<file path="src/rtl/megarom_flash_reader.sv">
// MegaROM byte reader: fetches one byte per request from SPI flash (READ 03h, mode 0, clk/2)
// and keeps the last fetched byte in a single-entry cache so repeated reads skip the flash.
module megarom_flash_reader #(
   parameter logic [23:0] FLASH_BASE = 24'h100000
) (
   input  logic        clk,
   input  logic        reset_n,
   input  logic        megarom_rd_n,
   input  logic [21:0] megarom_address,
   output logic [7:0]  rdata,
   output logic        rdata_en,
   output logic        busy,
   output logic        flash_cs_n,
   output logic        flash_sck,
   output logic        flash_mosi,
   input  logic        flash_miso
);

   typedef enum logic [1:0] {IDLE, SHIFT, DONE, GAP} state_t;

   state_t      state, state_d;
   logic [6:0]  cnt, cnt_d;
   logic [39:0] sh, sh_d;
   logic [7:0]  rx, rx_d;
   logic [21:0] addr_q, addr_q_d;
   logic        c_valid, c_valid_d;
   logic [21:0] c_tag, c_tag_d;
   logic [7:0]  c_data, c_data_d;
   logic        rd_prev, armed, armed_d, hit_pend, hit_pend_d;
   logic [7:0]  rdata_d;
   logic        rdata_en_d, busy_d, cs_n_d, sck_d, mosi_d;

   logic        req, accept, hit;
   logic [23:0] faddr;
   logic [39:0] frame;

   assign faddr = FLASH_BASE + {2'b00, megarom_address};
   assign frame = {8'h03, faddr, 8'h00};

   // armed blocks a rd_n that is already low when reset releases
   assign req    = armed && rd_prev && !megarom_rd_n;
   // the GAP cycle ends on the same edge that makes the block idle again
   assign accept = req && (state == IDLE || state == GAP);
   assign hit    = accept && c_valid && (c_tag == megarom_address);

   always_comb begin
      state_d    = state;
      cnt_d      = cnt;
      sh_d       = sh;
      rx_d       = rx;
      addr_q_d   = addr_q;
      c_valid_d  = c_valid;
      c_tag_d    = c_tag;
      c_data_d   = c_data;
      armed_d    = armed | megarom_rd_n;
      hit_pend_d = 1'b0;
      rdata_d    = rdata;
      rdata_en_d = 1'b0;
      busy_d     = busy;
      cs_n_d     = flash_cs_n;
      sck_d      = flash_sck;
      mosi_d     = flash_mosi;

      if (hit_pend) begin
         rdata_d    = c_data;
         rdata_en_d = 1'b1;
      end

      case (state)
         IDLE: ;
         SHIFT: begin
            cnt_d = cnt + 7'd1;
            if (!cnt[0]) begin
               sck_d = 1'b1;
            end else begin
               // falling SCK edge: sample MISO and present the next MOSI bit
               sck_d  = 1'b0;
               mosi_d = sh[39];
               sh_d   = {sh[38:0], 1'b0};
               if (cnt >= 7'd65) rx_d = {rx[6:0], flash_miso};
            end
            if (cnt == 7'd79) begin
               state_d = DONE;
               cs_n_d  = 1'b1;
               mosi_d  = 1'b0;
               cnt_d   = 7'd0;
            end
         end
         DONE: begin
            rdata_d    = rx;
            rdata_en_d = 1'b1;
            c_valid_d  = 1'b1;
            c_tag_d    = addr_q;
            c_data_d   = rx;
            state_d    = GAP;
         end
         GAP: begin
            state_d = IDLE;
            busy_d  = 1'b0;
         end
      endcase

      if (accept) begin
         addr_q_d = megarom_address;
         if (hit) begin
            hit_pend_d = 1'b1;
         end else begin
            state_d = SHIFT;
            cnt_d   = 7'd0;
            cs_n_d  = 1'b0;
            sck_d   = 1'b0;
            mosi_d  = frame[39];
            sh_d    = {frame[38:0], 1'b0};
            rx_d    = 8'h00;
            busy_d  = 1'b1;
         end
      end
   end

   always_ff @(posedge clk or negedge reset_n) begin
      if (!reset_n) begin
         state      <= IDLE;
         cnt        <= 7'd0;
         sh         <= 40'd0;
         rx         <= 8'h00;
         addr_q     <= 22'd0;
         c_valid    <= 1'b0;
         c_tag      <= 22'd0;
         c_data     <= 8'h00;
         rd_prev    <= 1'b1;
         armed      <= 1'b0;
         hit_pend   <= 1'b0;
         rdata      <= 8'h00;
         rdata_en   <= 1'b0;
         busy       <= 1'b0;
         flash_cs_n <= 1'b1;
         flash_sck  <= 1'b0;
         flash_mosi <= 1'b0;
      end else begin
         state      <= state_d;
         cnt        <= cnt_d;
         sh         <= sh_d;
         rx         <= rx_d;
         addr_q     <= addr_q_d;
         c_valid    <= c_valid_d;
         c_tag      <= c_tag_d;
         c_data     <= c_data_d;
         rd_prev    <= megarom_rd_n;
         armed      <= armed_d;
         hit_pend   <= hit_pend_d;
         rdata      <= rdata_d;
         rdata_en   <= rdata_en_d;
         busy       <= busy_d;
         flash_cs_n <= cs_n_d;
         flash_sck  <= sck_d;
         flash_mosi <= mosi_d;
      end
   end

endmodule

</file>
<file path="config.mk">
export PLATFORM = sky130hd
export DESIGN_NAME = megarom_flash_reader
export DESIGN_NICKNAME = d
export VERILOG_FILES = /design/src/rtl/megarom_flash_reader.sv
export SDC_FILE = /design/constraint.sdc
export NUM_CORES = 1
export LEC_CHECK = 0
export CAP_MARGIN = 10
export CELL_PAD_IN_SITES_DETAIL_PLACEMENT = 0
export CELL_PAD_IN_SITES_GLOBAL_PLACEMENT = 1
export CORE_MARGIN = 10
export CORE_UTILIZATION = 33
export DETAILED_ROUTE_END_ITERATION = 10
export PLACE_DENSITY_LB_ADDON = 0.1
export SYNTH_ARGS = -nofsm -noshare
export SYNTH_HDL_FRONTEND = slang
export SYNTH_SLANG_ARGS = --single-unit
</file>
<file path="constraint.sdc">
create_clock -name clk -period 1.75 [get_ports clk]
set_input_delay 0.35 -clock clk [delete_from_list [all_inputs] [get_ports clk]]
set_output_delay 0.35 -clock clk [all_outputs]
set_load 0.01 [all_outputs]
</file>
==> run summary <==
TritonCTS built the clock tree. In this run the power density over the cells is 1170 nW/um^2. The standard-cell row count was 47. Cell taking the most area after synthesis: sky130_fd_sc_hd__dfrtp_1. After the last flow step, the layout net total stands at 581.

The run finished, with violations left. The detailed router finished its first iteration with 109 violations. Counting instances in the post-synthesis netlist gives the leading cell types as sky130_fd_sc_hd__dfrtp_1 (124), sky130_fd_sc_hd__nand2_1 (118), sky130_fd_sc_hd__mux2_2 (64). By area the synthesized netlist is led by sky130_fd_sc_hd__dfrtp_1 (56%), sky130_fd_sc_hd__mux2_2 (13%), sky130_fd_sc_hd__nand2_1 (8.1%).

The run gives 11.4 mm as the routed wire length. 39 I/O pins were placed. The path class of the lowest-slack min-delay path was in -> reg. From synthesis to final layout, the design area changed by 31.8%.

The run gives -3.30 ns as the total negative slack. The checks that failed: negative setup slack. The initial antenna violation count was 0; the maximum root-to-sink buffer count was 2. For this run, the top clock speed supported by timing is 532 MHz. The first detailed-routing pass took 4 iterations. VDD sags by at most 0.722 mV. The worst setup path is captured at a flip-flop. The worst hold path passes through 3 cells. The total vias in the final route is 3561, and the remaining max-slew budget at the tightest pin is 67.9%. The number of antenna diodes in the final layout is 0.

The logs give 0 for the final routed DRC violation total and 3.21 nW for the static leakage. In this run the remaining antenna-violating nets after routing total 0. Using the TritonRoute via totals, the vias-per-cell ratio works out to 4.56. The run gives -0.12 ns as the setup slack of the worst register-to-register path. The final-report hold violation count was 0. Of the cells placed in the final design, the portion with a size suffix greater than 1 is 34.4%. The share of the clock period used by the worst path is 107%, and the mean area per synthesized cell is 11.8 sq um. The number of cells on the worst reg-to-reg path is 7.

The HPWL after detailed placement is 7.58 mm. The critical hold path startpoint was megarom_address[16]. The placeable core region is 16500 sq um. The root buffer cell chosen for the clock tree is sky130_fd_sc_hd__clkbuf_16.

The total overflow reported by the global router was 0. Entering global routing, the biggest net connects 40 pins. At the end of routability-driven placement, the weighted congestion stood at 0.724. Total of buffers placed on input and output ports: 38. The clock period minus worst slack was 1.88 ns. Clock-pin slew was measured on the worst setup and hold paths at 0.05 ns. The flip-flop and latch count after synthesis came out at 126. The run gives 19.3 mm as the global-route wire length before repair.

Data on the critical path is required at its endpoint by 2.04 ns. The leading register cell type out of synthesis was sky130_fd_sc_hd__dfrtp_1. At the worst endpoint, the arrival time is 2.17 ns. Fill cells in the final layout number 1540. Clock insertion delay at the later pin of the skew report: 0.41 ns.

The number of library cell types mapped by synthesis is 33. The logs give 17 for the number of buffers inserted during clock tree synthesis and 49 for the setup violation total in the final timing report. The synthesis warning total was 0; the via count of the first global-routing pass was 3720. For the pin with the worst max-slew slack, the measured transition is 0.481 ns. The die width works out to 149 microns.

In this run the critical register-to-register path is captured at sh[26]. Summed over its instances, the top area cell type makes up 56.4% of the synthesized netlist area. The share of the Yosys chip area taken by registers is 57.4%.

The path with the worst hold slack has its endpoint at sh[25]. The H-tree generated during clock tree synthesis spans 4 levels. For the clock tree skew after final layout, the log shows 0.00643 ns. STA classifies the critical path startpoint as an input pin. The share of synthesized registers carrying an async set or reset was 100%; the post-synth net total was 500. The synthesized instance count is 468.

For the total power, the log shows 0.00850 W. Setup repair after global routing could not meet its margin everywhere. By startpoint and endpoint, the worst setup path is classified as in -> reg.

Yosys instantiated no cell more often than sky130_fd_sc_hd__dfrtp_1. Global routing consumed, over all layers together, 11.0% of the routing resources. The initial core utilization came out at 33.4%. Measured along the y axis, the die boundary spans 149 microns. In this run the worst path has a maximum fanout of 13.

The post-route worst setup slack was -0.128 ns. In this run the cell area of the synthesized design comes to 5500 sq um. The die covers 22200 sq um. The sink count of the clock tree is 126. Dividing the detail-routed wire length by the instance count gives 14.6 microns. The worst register-to-register path begins at c_tag[16]. The tools report the final number of max-transition violations as 0. The count of flip-flops with a built-in enable after synthesis is 0, and the max-cap violation count is 0.
==> kinds of logic (layout without fill, tap and decap cells) <==
group           after synthesis  after routing  synth area share [%]
mux                          86             86                  18.7
xor+xnor                     26             26                  4.14
flops                       126            126                  57.4
compound gates               30             30                  3.02
simple gates                164            164                  12.6
buf+inv                      30            123                  2.80
fa+ha+maj                     6              6                  1.36
==> registers in the layout, indices dropped and copies added, names as in the netlist <==
register	count
flash_cs_n	1
busy	1
rdata_en	1
addr_q	22
c_data	8
cnt	7
rx	8
armed	1
state	2
sh	40
hit_pend	1
rdata	8
c_tag	22
flash_sck	1
rd_prev	1
flash_mosi	1
c_valid	1
==> metrics by stage <==
| stage | area (sq um) | utilization [%] | std cells | hold WS (ns) | setup WS, ns |
|---|---|---|---|---|---|
| 2_1_floorplan | 5510 | - | 468 | 0.0544 | -0.107 |
| 3_3_place_gp | 6490 | 39.4 | 748 | 0.343 | -0.607 |
| 3_5_place_dp | 6490 | 39.4 | 748 | 0.346 | -0.629 |
| 4_1_cts | 7160 | 43.5 | 781 | 0.354 | -0.149 |
| 5_1_grt | 7250 | 44.0 | 781 | 0.339 | -0.171 |
| 6_report | 7250 | 44.0 | 781 | 0.339 | -0.128 |
==> report_power, final <==
part           switching [W]  internal [W]
clock network        0.00120       0.00233
registers           0.000237       0.00336
logic               0.000587      0.000793
==> cells in the final DEF (no fill, tap or decap), types with 6 or more instances in the layout <==
cell,instances
sky130_fd_sc_hd__buf_12,9
sky130_fd_sc_hd__nand4_1,6
sky130_fd_sc_hd__clkdlybuf4s50_1,33
sky130_fd_sc_hd__clkbuf_16,17
sky130_fd_sc_hd__nor2_1,13
sky130_fd_sc_hd__xnor2_1,14
sky130_fd_sc_hd__dfrtp_1,124
sky130_fd_sc_hd__buf_6,7
sky130_fd_sc_hd__xnor2_2,6
sky130_fd_sc_hd__nand3_1,10
sky130_fd_sc_hd__mux2_4,18
sky130_fd_sc_hd__xor2_1,6
sky130_fd_sc_hd__mux2_2,64
sky130_fd_sc_hd__a21oi_1,11
sky130_fd_sc_hd__buf_4,33
sky130_fd_sc_hd__nand2_1,117
sky130_fd_sc_hd__a21oi_2,14
==> worst max-delay path, cell delays in order <==
cell and delay (ns):
sky130_fd_sc_hd__clkdlybuf4s50_1 0.50, sky130_fd_sc_hd__xnor2_1 0.12, sky130_fd_sc_hd__nand4_1 0.20, sky130_fd_sc_hd__nor4_2 0.29, sky130_fd_sc_hd__buf_4 0.16, sky130_fd_sc_hd__a21oi_4 0.08, sky130_fd_sc_hd__buf_12 0.16, sky130_fd_sc_hd__mux2_4 0.30
==> worst max-delay path by stage <==
stage	slack (ns)	from	end	cells past startpoint
3_3_place_gp	-0.61	megarom_address[2]	sh[15]	8
2_1_floorplan	-0.11	state[0]	sh[13]	6
4_1_cts	-0.15	c_tag[2]	sh[26]	7
6_report	-0.13	megarom_address[17]	sh[26]	8
5_1_grt	-0.17	state[0]	sh[10]	7
3_5_place_dp	-0.63	megarom_address[2]	sh[16]	8
==> repair_timing <==
action                                  4_1_cts  5_1_grt
hold endpoints to repair                     26        0
hold buffers                                  1        0
buffers inserted                              1        0
endpoints found under the setup margin       77       69
pin swaps                                     4        9
gates resized for setup                      17       22
==> final cells by class <==
type / count / area (sq um) / area share, %
clock buffers: 24 / 482 / 6.64
flip-flops and latches: 126 / 3160 / 43.5
multi-input cells: 312 / 2320 / 32.0
inverters: 5 / 18.8 / 0.259
well taps: 220 / 275 / 3.80
clock inverters: 7 / 110 / 1.52
repair buffers: 87 / 890 / 12.3
==> metal layers <==
metal,GRT usage (%),wire [microns]
met3,4.22,473
met5,0,0
met2,17.5,5620
met1,13.4,5150
met4,4.07,126
Power figures use the tool's default switching activity.
